### config.mk
export PLATFORM = sky130hd
export DESIGN_NAME = bus_arbiter_flat
export DESIGN_NICKNAME = d
export VERILOG_FILES = /design/src/rtl/bus_arbiter_pkg.sv /design/src/rtl/bus_arbiter_if.sv /design/src/rtl/bus_arbiter_rr_arbiter.sv /design/src/rtl/bus_arbiter.sv /design/src/flat_wrapper.sv
export SDC_FILE = /design/constraint.sdc
export NUM_CORES = 1
export LEC_CHECK = 0
export CAP_MARGIN = 20
export CORE_AREA = 4 4 364 366
export CTS_CLUSTER_SIZE = 16
export DETAILED_ROUTE_END_ITERATION = 8
export DIE_AREA = 0 0 368 370
export DONT_BUFFER_PORTS = 1
export PLACE_DENSITY_LB_ADDON = 0.05
export SLEW_MARGIN = 20
export SYNTH_ARGS = -nofsm -noshare
export SYNTH_HDL_FRONTEND = slang
export SYNTH_HIERARCHICAL = 1
export SYNTH_SLANG_ARGS = --single-unit
### constraint.sdc
create_clock -name clk -period 6.5 [get_ports clk]
set_input_delay 1.625 -clock clk [delete_from_list [all_inputs] [get_ports clk]]
set_output_delay 1.625 -clock clk [all_outputs]
set_load 0.03 [all_outputs]
### src/rtl/bus_arbiter_pkg.sv
`default_nettype none
// +----------------------------------------------------------------------+
// | rv6_bus_pkg (bus_arbiter_pkg.sv)                                     |
// | Shared types and channel helpers for the shared-memory bus arbiter.  |
// | Revision: 1.0                                                        |
// +----------------------------------------------------------------------+
package rv6_bus_pkg;

  localparam int C_CORE_COUNT = 6;
  localparam int C_CH         = 2 * C_CORE_COUNT;

  typedef enum logic [1:0] {
    IDLE    = 2'd0,
    BUSY    = 2'd1,
    RELEASE = 2'd2
  } state_t;

  // Each hart owns an instruction-fetch channel and a data channel.
  function automatic int CH_IFETCH(input int h);
    return 2 * h;
  endfunction

  function automatic int CH_DATA(input int h);
    return 2 * h + 1;
  endfunction

endpackage
`default_nettype wire

### src/rtl/bus_arbiter_if.sv
`default_nettype none
// +----------------------------------------------------------------------+
// | bus_arbiter_if                                                       |
// | Requester channels plus the external memory bus, grouped together.   |
// | Revision: 1.0                                                        |
// +----------------------------------------------------------------------+
interface bus_arbiter_if
  import rv6_bus_pkg::*;
#(
  parameter int CH       = C_CH,
  parameter int PHY_ADDR = 48,
  parameter int DATA_W   = 16
);
  logic [CH-1:0]          m_req;
  logic [CH-1:0]          m_we;
  logic [CH-1:0]          m_last;
  logic [CH*PHY_ADDR-1:0] m_addr;
  logic [CH*DATA_W-1:0]   m_wdata;
  logic [CH-1:0]          m_gnt;
  logic [CH-1:0]          m_dv;
  logic [CH-1:0]          m_err;
  logic [DATA_W-1:0]      m_rdata;
  logic [PHY_ADDR-1:0]    addr;
  logic [DATA_W-1:0]      data_in;
  logic [DATA_W-1:0]      data_out;
  logic                   r;
  logic                   w;
  logic                   dbv;

  // Requesters and external memory side.
  modport master (
    output m_req, m_we, m_last, m_addr, m_wdata, data_in, dbv,
    input  m_gnt, m_dv, m_err, m_rdata, addr, data_out, r, w
  );

  // Arbiter side.
  modport slave (
    input  m_req, m_we, m_last, m_addr, m_wdata, data_in, dbv,
    output m_gnt, m_dv, m_err, m_rdata, addr, data_out, r, w
  );
endinterface
`default_nettype wire

### src/rtl/bus_arbiter_rr_arbiter.sv
`default_nettype none
// +----------------------------------------------------------------------+
// | rr_arbiter                                                           |
// | Combinational round-robin pick: first request at or after ptr.       |
// | Revision: 1.0                                                        |
// +----------------------------------------------------------------------+
module rr_arbiter #(
  parameter  int N  = 12,
  localparam int IW = (N > 1) ? $clog2(N) : 1
) (
  input  logic [N-1:0]  req,
  input  logic [IW-1:0] ptr,
  output logic [N-1:0]  gnt,
  output logic [IW-1:0] idx,
  output logic          any
);

  function automatic logic [IW-1:0] wrap_idx(input logic [IW-1:0] p, input int k);
    int s;
    s = (int'(p) + k) % N;
    return IW'(s);
  endfunction

  // Scan from the farthest offset down so the nearest requester wins last.
  always_comb begin
    gnt = '0;
    idx = '0;
    any = 1'b0;
    for (int k = N - 1; k >= 0; k--) begin
      if (req[wrap_idx(ptr, k)]) begin
        gnt                    = '0;
        gnt[wrap_idx(ptr, k)]  = 1'b1;
        idx                    = wrap_idx(ptr, k);
        any                    = 1'b1;
      end
    end
  end

endmodule
`default_nettype wire

### src/rtl/bus_arbiter.sv
`default_nettype none
// +----------------------------------------------------------------------+
// | bus_arbiter                                                          |
// | Round-robin burst arbiter of 2*CORE_COUNT channels onto one bus.     |
// | Revision: 1.0                                                        |
// +----------------------------------------------------------------------+
module bus_arbiter
  import rv6_bus_pkg::*;
#(
  parameter int CORE_COUNT = C_CORE_COUNT,
  parameter int PHY_ADDR   = 48,
  parameter int DATA_W     = 16,
  parameter int TIMEOUT    = 255,
  parameter int MAX_BURST  = 8
) (
  input  logic         clk,
  input  logic         rst_n,
  bus_arbiter_if.slave bus
);

  localparam int C_NCH = 2 * CORE_COUNT;
  localparam int IW    = $clog2(C_NCH);
  localparam int BW    = $clog2(MAX_BURST + 1);
  localparam int TW    = (TIMEOUT > 0) ? $clog2(TIMEOUT + 1) : 1;
  localparam logic [BW-1:0] C_BEAT_MAX = BW'(MAX_BURST);
  localparam logic [TW-1:0] C_TO_MAX   = TW'(TIMEOUT);

  state_t             r_state, w_state_nxt;
  logic [IW-1:0]      r_ptr, w_ptr_nxt;
  logic [IW-1:0]      r_owner, w_owner_nxt;
  logic [C_NCH-1:0]   r_owner_oh, w_owner_oh_nxt;
  logic [BW-1:0]      r_beat_cnt, w_beat_nxt, w_beat_inc;
  logic [TW-1:0]      r_to_cnt, w_to_nxt, w_to_inc;
  logic [C_NCH-1:0]   w_pick_gnt;
  logic [IW-1:0]      w_pick;
  logic               w_any;
  logic               w_dv, w_err, w_busy, w_own_we;

  rr_arbiter #(.N(C_NCH)) u_rr (
    .req (bus.m_req),
    .ptr (r_ptr),
    .gnt (w_pick_gnt),
    .idx (w_pick),
    .any (w_any)
  );

  assign w_beat_inc = r_beat_cnt + 1'b1;
  assign w_to_inc   = r_to_cnt + 1'b1;

  always_ff @(posedge clk or negedge rst_n) begin
    if (!rst_n) begin
      r_state    <= IDLE;
      r_ptr      <= '0;
      r_owner    <= '0;
      r_owner_oh <= '0;
      r_beat_cnt <= '0;
      r_to_cnt   <= '0;
    end else begin
      r_state    <= w_state_nxt;
      r_ptr      <= w_ptr_nxt;
      r_owner    <= w_owner_nxt;
      r_owner_oh <= w_owner_oh_nxt;
      r_beat_cnt <= w_beat_nxt;
      r_to_cnt   <= w_to_nxt;
    end
  end

  always_comb begin
    w_state_nxt    = r_state;
    w_ptr_nxt      = r_ptr;
    w_owner_nxt    = r_owner;
    w_owner_oh_nxt = r_owner_oh;
    w_beat_nxt     = r_beat_cnt;
    w_to_nxt       = r_to_cnt;
    w_dv           = 1'b0;
    w_err          = 1'b0;
    case (r_state)
      IDLE: begin
        if (w_any) begin
          w_state_nxt    = BUSY;
          w_owner_nxt    = w_pick;
          w_owner_oh_nxt = w_pick_gnt;
          w_ptr_nxt      = (w_pick == IW'(C_NCH - 1)) ? '0 : w_pick + 1'b1;
          w_beat_nxt     = '0;
          w_to_nxt       = '0;
        end
      end
      BUSY: begin
        // A dropped request aborts the beat even if dbv arrives with it.
        if (!bus.m_req[r_owner]) begin
          w_state_nxt = RELEASE;
        end else if (bus.dbv) begin
          w_dv       = 1'b1;
          w_beat_nxt = w_beat_inc;
          w_to_nxt   = '0;
          if (bus.m_last[r_owner] || (w_beat_inc == C_BEAT_MAX))
            w_state_nxt = RELEASE;
        end else begin
          w_to_nxt = w_to_inc;
          if ((TIMEOUT > 0) && (w_to_inc == C_TO_MAX)) begin
            w_err       = 1'b1;
            w_state_nxt = RELEASE;
          end
        end
      end
      RELEASE: begin
        w_state_nxt = IDLE;
        w_beat_nxt  = '0;
        w_to_nxt    = '0;
      end
      default: w_state_nxt = IDLE;
    endcase
  end

  assign w_busy        = (r_state == BUSY);
  assign w_own_we      = bus.m_we[r_owner];
  assign bus.m_gnt     = w_busy ? r_owner_oh : '0;
  assign bus.m_dv      = w_dv ? r_owner_oh : '0;
  assign bus.m_err     = w_err ? r_owner_oh : '0;
  assign bus.r         = w_busy & ~w_own_we;
  assign bus.w         = w_busy & w_own_we;
  assign bus.addr      = w_busy ? bus.m_addr[r_owner*PHY_ADDR +: PHY_ADDR] : '0;
  assign bus.data_out  = (w_busy & w_own_we) ? bus.m_wdata[r_owner*DATA_W +: DATA_W] : '0;
  assign bus.m_rdata   = bus.data_in;

endmodule
`default_nettype wire

### src/flat_wrapper.sv
// flat-port wrapper written by rule: the top's interface ports become plain ports
module bus_arbiter_flat import rv6_bus_pkg::*;
#(
  parameter int CORE_COUNT = C_CORE_COUNT,
  parameter int PHY_ADDR   = 48,
  parameter int DATA_W     = 16,
  parameter int TIMEOUT    = 255,
  parameter int MAX_BURST  = 8
)
  (clk, rst_n, bus_m_req, bus_m_we, bus_m_last, bus_m_addr, bus_m_wdata, bus_data_in, bus_dbv, bus_m_gnt, bus_m_dv, bus_m_err, bus_m_rdata, bus_addr, bus_data_out, bus_r, bus_w);
  bus_arbiter_if #(.CH((C_CH)), .PHY_ADDR(PHY_ADDR), .DATA_W(DATA_W)) bus_i ();
  input  logic clk;
  input  logic rst_n;
  input wire logic [$bits(bus_i.m_req)-1:0] bus_m_req;
  input wire logic [$bits(bus_i.m_we)-1:0] bus_m_we;
  input wire logic [$bits(bus_i.m_last)-1:0] bus_m_last;
  input wire logic [$bits(bus_i.m_addr)-1:0] bus_m_addr;
  input wire logic [$bits(bus_i.m_wdata)-1:0] bus_m_wdata;
  input wire logic [$bits(bus_i.data_in)-1:0] bus_data_in;
  input wire logic [$bits(bus_i.dbv)-1:0] bus_dbv;
  output wire logic [$bits(bus_i.m_gnt)-1:0] bus_m_gnt;
  output wire logic [$bits(bus_i.m_dv)-1:0] bus_m_dv;
  output wire logic [$bits(bus_i.m_err)-1:0] bus_m_err;
  output wire logic [$bits(bus_i.m_rdata)-1:0] bus_m_rdata;
  output wire logic [$bits(bus_i.addr)-1:0] bus_addr;
  output wire logic [$bits(bus_i.data_out)-1:0] bus_data_out;
  output wire logic [$bits(bus_i.r)-1:0] bus_r;
  output wire logic [$bits(bus_i.w)-1:0] bus_w;
  assign bus_i.m_req = bus_m_req;
  assign bus_i.m_we = bus_m_we;
  assign bus_i.m_last = bus_m_last;
  assign bus_i.m_addr = bus_m_addr;
  assign bus_i.m_wdata = bus_m_wdata;
  assign bus_i.data_in = bus_data_in;
  assign bus_i.dbv = bus_dbv;
  assign bus_m_gnt = bus_i.m_gnt;
  assign bus_m_dv = bus_i.m_dv;
  assign bus_m_err = bus_i.m_err;
  assign bus_m_rdata = bus_i.m_rdata;
  assign bus_addr = bus_i.addr;
  assign bus_data_out = bus_i.data_out;
  assign bus_r = bus_i.r;
  assign bus_w = bus_i.w;
  bus_arbiter #(.CORE_COUNT(CORE_COUNT), .PHY_ADDR(PHY_ADDR), .DATA_W(DATA_W), .TIMEOUT(TIMEOUT), .MAX_BURST(MAX_BURST)) u_core (.clk(clk), .rst_n(rst_n), .bus(bus_i));
endmodule
==> metrics.csv, run 1 <==
metric,value,unit
status,completed,
num-fill-cells,14890,
whs_path_depth,1,
routedWlPerCell,39.74,um
synth_top_area_share,35.11,%
io_buffers,0,
leakagePower,5.133,nW
final_layout_size_suffix_gt1_share,26.26,%
synthMostInstantiatedCell,nand2_1,
viasPerCell,4.489,
clockRootBuffer,clkbuf_16,
gp_congestion,0.8907,
synth-seq-cells,34,
hold_class,register to register,
cp_max_fo,47,
grt.total_usage,18.18,%
grt.overflow.total,0,
syn_area,13210,um^2
cts-buffers-inserted,5,
synth.area.top_cells,"mux4_2 35%, a21oi_1 8.5%, nand2_1 6.5%, dfrtp_1 6.4%, ha_1 3.9%",
max_freq,177.3,MHz
ant_nets,0,
via_count,14810,
period_share,86.75,%
r2r_slack,0.86,ns
clock_latency,0.31,ns
post_cts.repair.setup_buffers,0,
rsz0062_at_grt,false,
setup_ws,0.8610,ns
drt-initial-drc-count,1140,
grt_max_degree,73,
async_reset_ff_share,100.0,%
fin_tns_setup,0,ns
die_h,370,um
dieArea,136200,um^2
antenna_found_initial,197,
worst_ep_required_time,6.74,ns
syn-instance-count,1547,
cts_tree,built,
drt_wl_total,131.1,mm
rows,132,
arrival,5.88,ns
synth_edf_count,0,
cts.repair.resized,0,
start_kind,register,
ys_seq_area_share,6.439,%
place_area,15410,um^2
power_density,1006,nW/um^2
worstHoldEndpoint,u_core/r_to_cnt[0]$_DFFE_PN0P_,
syn-num-nets,2411,
tightest_slew,1.081,ns
regArea,865.8,um^2
grt_pass1_vias,14620,
slew_headroom,27.39,%
clock_path_buffers,2,
ios,941,
area_growth,19.17,%
post-route-util,12.19,%
yosysTopAreaCell,mux4_2,
die_w,368,um
clkTransAtPathRegs,0.06,ns
regToRegStartpoint,u_core/r_ptr[0]$_DFFE_PN0P_,
core_area,129200,um^2
final_area,15750,um^2
grt_pass1_wl,163.9,mm
reg2reg_depth,18,
layout.nets,2353,
firstDrtPassIters,5,
hold_buffers,0,
hold_viol,0,
h-tree-depth,2,
skew,0.01477,ns
post-place-ws,0.6991,ns
multi_input_area,11420,um^2
synth-warning-count,6,
clock_sink_count,34,
initial_core_util,10.23,%
synthDistinctLibCells,87,
min_period,5.639,ns
cp-end-kind,register,
total_power,0.01584,W
synth.top_cells.by_count,"229 x nand2_1, 225 x a21oi_1, 206 x mux4_2",
reg2reg_to,u_core/r_owner_oh[3]$_DFFE_PN0P_,
max-vdd-ir-drop,412.5,uV
critPathKind,register to register,
avgSynthCellArea,8.542,um^2
drc,0,
finalSetupViolations,0,
synth-main-ff-cell,dfrtp_1,
drv_slew,0,
min_from,u_core/r_to_cnt[0]$_DFFE_PN0P_,
dp_hpwl,115.7,mm
maxCapViolCount,0,
-- critical path: stages, from the launching register on --
cell and delay [ns]:
dfrtp_1 0.58, inv_1 0.26, ha_1 0.21, buf_4 0.57
nor2b_1 0.18, or2_2 0.35, ha_1 0.29, nand2b_1 0.18
and3_1 0.22, a2111oi_0 0.36, nand2b_1 0.19, a311oi_1 0.30
buf_4 0.21, nand3_1 0.11, a2111oi_0 0.71, buf_4 0.22
o211ai_1 0.16, a21oi_1 0.27, mux2_2 0.19
-- cells in the final DEF (no fill, tap or decap), types with 8 or more instances in the layout --
master       n
nand2_1    229
a21oi_1    225
mux4_2     206
nor2_1     116
buf_4       99
diode_2     68
o21ai_0     41
and2_1      39
ha_1        39
nand3_1     33
mux2_2      31
dfrtp_1     30
inv_1       28
mux2i_1     21
and3_1      20
nor3_1      18
a31oi_1     15
a21o_1      14
or3_1       13
a211o_1     12
a211oi_1    12
xnor2_1     10
nor2b_1     10
a221o_1     10
a221oi_1    10
o211ai_1    10
nand4_1      9
a2111oi_0    9
a21boi_0     8
o31ai_1      8
-- per-stage QoR --
stage          cells  hold WS [ns]
2_1_floorplan   1547        0.4914
3_3_place_gp    3224        0.5415
3_5_place_dp    3224        0.5426
4_1_cts         3231        0.5495
5_1_grt         3254        0.5805
6_report        3299        0.5539
-- where the power goes --
part	internal (W)	switching (W)
combinational	0.00548	0.00947
clock	0.000190	0.000110
sequential	0.000299	0.000282
total	0.00597	0.00986
-- worst max path at each step --
stage / startpoint / endpoint / slack [ns] / cells past startpoint
finish: u_core/r_ptr[0]$_DFFE_PN0P_ / u_core/r_owner_oh[3]$_DFFE_PN0P_ / 0.86 / 18
global route: u_core/r_ptr[2]$_DFFE_PN0P_ / u_core/r_ptr[3]$_DFFE_PN0P_ / 0.34 / 22
floorplan: u_core/r_ptr[3]$_DFFE_PN0P_ / u_core/r_owner[0]$_DFFE_PN0P_ / 1.08 / 23
CTS: u_core/r_ptr[2]$_DFFE_PN0P_ / u_core/r_ptr[3]$_DFFE_PN0P_ / 0.66 / 22
detailed placement: u_core/r_ptr[2]$_DFFE_PN0P_ / u_core/r_ptr[3]$_DFFE_PN0P_ / 0.70 / 22
global placement: u_core/r_ptr[2]$_DFFE_PN0P_ / u_core/r_ptr[3]$_DFFE_PN0P_ / 0.71 / 22
-- flip-flops by register name (all words and copies together) (netlist names) --
name and flops:
u_core/r_beat_cnt 4, u_core/r_state 2, u_core/r_ptr 4, u_core/r_to_cnt 8
u_core/r_owner_oh 12, u_core/r_owner 4
-- logic make-up (layout without fill, tap and decap cells) --
family / count (synthesis) / in the layout / synth area share, %
fa+ha+maj: 41 / 41 / 3.882
buf+inv: 200 / 142 / 7.367
flops: 34 / 34 / 6.439
compound gates: 458 / 458 / 22.61
mux: 260 / 260 / 39.54
other cells: 0 / 68 / 0
xor+xnor: 17 / 17 / 1.297
simple gates: 537 / 537 / 18.86
-- metal layers --
layer  share of wire (%)  vias to the layer above  GRT usage [%]
met5                0.19                        -              0
met4                 3.3                       44          3.324
met3                 8.9                      320          6.604
met2                  49                      994          32.08
met1                  39                     7493          21.25
li1                    -                     5957              -
-- layout make-up --
cell class	count	share of cell area (%)
sequential	34	5.498
multi-input combinational	1313	72.50
clock inverter	1	0.1907
antenna	68	1.081
timing repair buffer	103	5.228
inverter	32	0.7786
clock buffer	6	0.8819
tap	1742	13.84
No activity file was read; power rests on OpenSTA's default activity.
==> run 2, diff against run 1 <==
--- a/config.mk
+++ b/config.mk
@@ -5,6 +5,7 @@
 export SDC_FILE = /design/constraint.sdc
 export NUM_CORES = 1
 export LEC_CHECK = 0
+export ABC_AREA = 1
 export CAP_MARGIN = 20
 export CORE_AREA = 4 4 364 366
 export CTS_CLUSTER_SIZE = 16
@@ -12,6 +13,7 @@
 export DIE_AREA = 0 0 368 370
 export DONT_BUFFER_PORTS = 1
 export PLACE_DENSITY_LB_ADDON = 0.05
+export SETUP_SLACK_MARGIN = 0.3
 export SLEW_MARGIN = 20
 export SYNTH_ARGS = -nofsm -noshare
 export SYNTH_HDL_FRONTEND = slang
==> run 2 against run 1 <==
Cell count increased by 31%. Critical path type is now register to output pin. Via count grew 30%. Highest routed layer unchanged. Routed wire length grew 6.7%. Sequential power shrank 22%. Maximum frequency is 4.7% higher. Sequential cell count unchanged.
==> metrics.csv, run 2 <==
metric,value,unit,change
status,completed,,
power_density,965.2,nW/um^2,-4.0%
crit_start,u_core/r_owner[0]$_DFFE_PN0P_,,
post_cts.repair.setup_buffers,0,,unchanged
synth.top_cells.by_count,"570 x nor2_1, 505 x nand2_1, 474 x o21ai_0",,
syn_area,13970,um^2,+5.7%
drt-initial-drc-count,1664,,+46%
dieArea,136200,um^2,unchanged
drt_wl_total,139.8,mm,+6.7%
viasPerCell,4.464,,-0.54%
die_h,370,um,unchanged
final_common_cell,nor2_1,,
grt_pass1_wl,181.0,mm,+10%
wl_met2,69.09,mm,+8.0%
skew,0.009811,ns,-0.004958 ns
async_reset_ff_share,100.0,%,unchanged
fin_tns_setup,0,ns,unchanged
wl_met1,58.09,mm,+14%
largest_register_ffs,12,,unchanged
io_buffers,0,,unchanged
synthDistinctLibCells,51,,-41%
synth_edf_count,0,,unchanged
dp_hpwl,118.4,mm,+2.3%
max_freq,185.6,MHz,+4.7%
synth-seq-cells,34,,unchanged
min_period,5.388,ns,-0.2513 ns
num-fill-cells,15440,,+3.7%
max_stage_delay,0.74,ns,+0.03 ns
antenna_found_initial,57,,-71%
maxCapViolCount,0,,unchanged
max-vdd-ir-drop,336.0,uV,-19%
grt.overflow.total,0,,unchanged
hold_buffers,0,,unchanged
p_sw,0.01108,W,+12%
regToRegStartpoint,u_core/r_ptr[1]$_DFFE_PN0P_,,
area_growth,12.57,%,
core_area,129200,um^2,unchanged
finalSetupViolations,0,,unchanged
critPathKind,register to output pin,,
p_sw_share,73.00,%,+11 points
grt.total_usage,19.17,%,+1.0 points
ios,941,,unchanged
crit_path_cell_trace,clkinv_8 -> buf_4 -> o21ai_0 -> o221ai_1 -> buf_4 -> o211ai_1 -> a21oi_1,,
ys_seq_area_share,6.089,%,-0.35 points
tightest_slew,1.069,ns,-0.01165 ns
gp_congestion,1.017,,+14%
cts.repair.resized,0,,unchanged
rsz0062_at_grt,false,,
cp_max_fo,72,,+53%
syn-num-nets,3554,,+47%
synth-main-ff-cell,dfrtp_1,,
synth.area.top_cells,"o21ai_0 17%, nor2_1 15%, nand2_1 14%, dfrtp_1 6.1%, o221ai_1 6.1%",,
avgSynthCellArea,5.195,um^2,-39%
final_layout_size_suffix_gt1_share,7.762,%,-18 points
clkTransAtPathRegs,0.06,ns,about the same
dr_wl_met3,8.008,mm,-31%
hold_class,register to register,,
worst_ep_required_time,4.88,ns,-1.86 ns
seqPwrFrac,3.0,%,-0.7 points
crit_top_cell,buf_4,,
clock_path_buffers,2,,unchanged
top_regs,"u_core/r_owner_oh: 12 flops, u_core/r_to_cnt: 8 flops",,
top_layer,met5,,
drv_slew,0,,unchanged
clockRootBuffer,clkbuf_16,,
clkPwrFrac,1.7,%,-0.2 points
clock_sink_count,34,,unchanged
crit_slowest_cell,a21oi_1,,
leakagePower,6.249,nW,+22%
internal-power,0.004099,W,-31%
syn-instance-count,2690,,+74%
h-tree-depth,2,,unchanged
largest_register,u_core/r_owner_oh,,
period_share,82.89,%,-3.9 points
initial_core_util,10.82,%,+0.59 points
slew_headroom,27.97,%,+0.58 points
rows,132,,unchanged
ant_nets,0,,unchanged
cts-buffers-inserted,5,,unchanged
start_kind,register,,
cts_tree,built,,
via_count,19290,,+30%
arrival,3.76,ns,-2.12 ns
min_from,u_core/r_to_cnt[7]$_DFFE_PN0P_,,
synthMostInstantiatedCell,nor2_1,,
synth-warning-count,6,,unchanged
cp-end-kind,output pin,,
routedWlPerCell,32.36,um,-19%
final_cell_mix,"569 x nor2_1, 505 x nand2_1, 473 x o21ai_0",,
timing.hold.ws,0.5205,ns,-0.03331 ns
yosysTopAreaCell,o21ai_0,,
drc,0,,unchanged
grt_max_degree,104,,+42%
clock_latency,0.29,ns,-0.02 ns
hold_viol,0,,unchanged
firstDrtPassIters,7,,+2
synth_top_area_share,16.98,%,-18 points
die_w,368,um,unchanged
layout.nets,3414,,+45%
grt_pass1_vias,18830,,+29%
pwr-share-comb,95.3,%,+0.9 points
[run 2: kinds of logic after synthesis]
kind of cell / after synthesis / synth area share [%]
simple gates: 1285 / 37.69
mux: 3 / 0.2239
xor+xnor: 8 / 0.6089
fa+ha+maj: 41 / 3.671
compound gates: 869 / 36.00
flops: 34 / 6.089
buf+inv: 450 / 15.72
[run 2: cell type report]
class / instances / area [um^2] / area share (%)
diodes: 28 / 70.07 / 0.4454
clock buffers: 6 / 138.9 / 0.8829
clock inverters: 2 / 12.51 / 0.07954
inverters: 221 / 855.8 / 5.441
multi-input cells: 2206 / 10930 / 69.50
flip-flops and latches: 34 / 862.1 / 5.480
well taps: 1742 / 2180 / 13.86
repair buffers: 82 / 678.2 / 4.311
[run 2: path summary, 6_finish.rpt]
kind / cells past startpoint / endpoint / slack, ns
worst max-delay path: 7 / bus_addr[0] / 1.11
min in group asynchronous: 0 / u_core/r_owner_oh[10]$_DFFE_PN0P_ / 1.03
worst min-delay path: 2 / u_core/r_to_cnt[7]$_DFFE_PN0P_ / 0.52
worst min register to register: 2 / u_core/r_to_cnt[7]$_DFFE_PN0P_ / 0.52
worst max register to register: 24 / u_core/r_owner_oh[5]$_DFFE_PN0P_ / 1.55
max in group asynchronous: 0 / u_core/r_owner[2]$_DFFE_PN0P_ / 5.35
[run 2: per-layer routing]
metal  track usage [%]  vias up
met5                 0        -
met4             5.654        6
met3             3.304      114
met2             33.98      905
met1             23.67     9482
li1                  -     8783
[run 2: power by group through the flow]
stage / Combinational [W] / Clock [W] / Sequential (W)
2_1_floorplan: 0.00970 / 0 / 0.000325
3_3_place_gp: 0.0148 / 0 / 0.000473
3_5_place_dp: 0.0146 / 0 / 0.000471
4_1_cts: 0.0147 / 0.000266 / 0.000469
5_1_grt: 0.0160 / 0.000274 / 0.000475
6_report: 0.0145 / 0.000256 / 0.000453
[run 2: critical path: cells and delay by family, from the launching register on]
family | cells | cell delay (ns)
AO/OA/AOI/OAI | 4 | 1.66
buffers and inverters | 3 | 0.99
flip-flops | 1 | 0.73
[run 2: through the flow]
stage               area [um^2]  utilization, %  setup slack [ns]  std cells  power, W
floorplan                 13970               -             2.142       2690   0.01003
global placement          15510           12.01             1.291       4285   0.01526
detailed placement        15510           12.01             1.302       4285   0.01511
CTS                       15660           12.13            0.9741       4293   0.01542
global route              15710           12.17            0.9311       4314   0.01678
finish                    15730           12.18             1.112       4321   0.01518
==> run 3, diff against run 2 <==
==> constraint.sdc (replaced) <==
create_clock -name clk -period 4.75 [get_ports clk]
set_input_delay 1.1875 -clock clk [delete_from_list [all_inputs] [get_ports clk]]
set_output_delay 1.1875 -clock clk [all_outputs]
set_load 0.03 [all_outputs]
==> run 3 against run 2 <==
Die area unchanged. Design area up 7.6%. Clock power up 78%. Non-clock buffer count up 119. Via count up 3.4%. Total power up 50%. Combinational power up 50%. Sequential power up 25%. Worst setup slack worse by 0.81 ns. Routed wire length up 0.65%. Critical path depth down 1. Sequential share of layout area down 0.38 points. Critical path type unchanged. Largest cell class unchanged. Highest routed layer unchanged.
==> metrics.csv, run 3 (synthesis results as in run 2) <==
metric,value,unit,change
clock_sink_count,34,,unchanged
fin_tns_setup,0,ns,unchanged
rows,132,,unchanged
io_buffers,0,,unchanged
largest_register,u_core/r_owner_oh,,
dp_hpwl,119.9,mm,+1.3%
hold_buffers,0,,unchanged
die_w,368,um,unchanged
ios,941,,unchanged
cp_max_fo,99,,+38%
routedWlPerCell,31.75,um,-1.9%
grt_pass1_wl,181.9,mm,+0.51%
tightest_slew,1.104,ns,+0.03445 ns
p_sw,0.01586,W,+43%
final_cell_mix,"569 x nor2_1, 497 x nand2_1, 472 x o21ai_0",,
p_sw_share,69.60,%,-3.4 points
grt_use_met3,3.162,%,-0.14 points
slew_headroom,25.65,%,-2.3 points
antenna_found_initial,71,,+25%
skew,0.008583,ns,-0.001228 ns
ant_nets,0,,unchanged
area_growth,21.09,%,
finalSetupViolations,0,,unchanged
via_count,19940,,+3.4%
power_density,1347,nW/um^2,+40%
final_common_cell,nor2_1,,
largest_register_ffs,12,,unchanged
r2r_slack,0.56,ns,-0.99 ns
grt_use_met2,34.98,%,+1.0 points
critPathKind,register to output pin,,
status,completed,,
rsz0062_at_grt,true,,
clockRootBuffer,clkbuf_16,,
grt.total_usage,19.30,%,+0.13 points
start_kind,register,,
internal-power,0.006927,W,+69%
hold_class,register to register,,
die_h,370,um,unchanged
crit_start,u_core/r_owner[1]$_DFFE_PN0P_,,
clock_latency,0.30,ns,about the same
clock_path_buffers,2,,unchanged
cts-buffers-inserted,5,,unchanged
drt-initial-drc-count,1798,,+8.1%
max-vdd-ir-drop,409.6,uV,+22%
num-fill-cells,15520,,+0.52%
hold_viol,0,,unchanged
min_from,u_core/r_beat_cnt[3]$_DFFE_PN0P_,,
drc,0,,unchanged
viasPerCell,4.499,,+0.78%
post-route-util,13.10,%,+0.92 points
cp-end-kind,output pin,,
cts_tree,built,,
seqPwrFrac,2.5,%,-0.5 points
grt.overflow.total,0,,unchanged
gp_congestion,1.067,,+4.9%
final_layout_size_suffix_gt1_share,12.96,%,+5.2 points
min_period,4.451,ns,
drt_wl_total,140.7,mm,+0.65%
clkPwrFrac,2.0,%,+0.3 points
h-tree-depth,2,,unchanged
initial_core_util,10.82,%,unchanged
core_area,129200,um^2,unchanged
leakagePower,6.917,nW,+11%
grt_use_met1,23.53,%,-0.13 points
max_freq,224.7,MHz,
top_regs,"u_core/r_owner_oh: 12 flops, u_core/r_to_cnt: 8 flops",,
layout.nets,3533,,+3.5%
dieArea,136200,um^2,unchanged
pwr-share-comb,95.5,%,+0.2 points
drv_slew,0,,unchanged
grt_pass1_vias,19220,,+2.1%
clkTransAtPathRegs,0.06,ns,about the same
arrival,3.26,ns,-0.50 ns
worst_ep_required_time,3.56,ns,-1.32 ns
period_share,93.70,%,
gr-max-usage-layer,met2,,
maxCapViolCount,0,,unchanged
regToRegStartpoint,u_core/r_ptr[1]$_DFFE_PN0P_,,
grt_max_degree,120,,+15%
firstDrtPassIters,7,,unchanged
## run 3: final cells by class
class / instances / area, um^2 / share of cell area (%)
antenna: 20 / 50.05 / 0.2958
inverter: 221 / 875.8 / 5.176
sequential: 34 / 863.3 / 5.102
clock inverter: 3 / 68.82 / 0.4067
timing repair buffer: 201 / 1678 / 9.916
multi-input combinational: 2206 / 11080 / 65.48
clock buffer: 5 / 125.1 / 0.7395
tap: 1742 / 2180 / 12.88
## run 3: path summary, 6_finish.rpt
path / end / cells after the start
max in group asynchronous: u_core/r_owner[0]$_DFFE_PN0P_ / 0
hold / removal: u_core/r_beat_cnt[3]$_DFFE_PN0P_ / 2
hold reg to reg: u_core/r_beat_cnt[3]$_DFFE_PN0P_ / 2
min in group asynchronous: u_core/r_owner_oh[4]$_DFFE_PN0P_ / 0
setup reg to reg: u_core/r_ptr[3]$_DFFE_PN0P_ / 33
setup / recovery: bus_data_out[15] / 6
## run 3: worst max-delay path, cell delays in order (launching register included)
cell and delay, ns:
dfrtp_4 0.63, buf_12 0.41, o21ai_0 0.48, o221ai_1 0.41
nand3_1 0.36, a21oi_1 0.36, buf_4 0.24
## run 3: power groups by stage
stage / clock network, W / registers (W) / logic (W)
after floorplan: 0 / 0.000444 / 0.0133
after global placement: 0 / 0.000579 / 0.0219
after detailed placement: 0 / 0.000575 / 0.0216
after CTS: 0.000482 / 0.000574 / 0.0217
after global routing: 0.000487 / 0.000586 / 0.0239
final: 0.000456 / 0.000565 / 0.0218
## run 3: routing by layer
metal | up-vias | part of all wire [%]
met5 | - | 0.033
met4 | 8 | 2.6
met3 | 169 | 5.8
met2 | 942 | 51
met1 | 9804 | 41
li1 | 9017 | -
## run 3: what timing repair did
action	in CTS	in global routing
endpoints found under the setup margin	22	37
setup buffers	0	6
pin swaps	0	6
gates resized for setup	5	39
endpoints found under the hold margin	0	0
## run 3: per-stage QoR
stage                     hold slack (ns)  power (W)  area, um^2  worst slack (ns)  std cells
final                              0.5188    0.02279       16920            0.2992       4432
after global placement             0.4961    0.02244       16440            0.1433       4398
after floorplan                    0.4530    0.01372       13970            0.4996       2690
after CTS                          0.5271    0.02271       16680            0.3262       4406
after detailed placement           0.5101    0.02213       16440            0.1613       4398
after global routing               0.5569    0.02502       16910            0.2276       4426
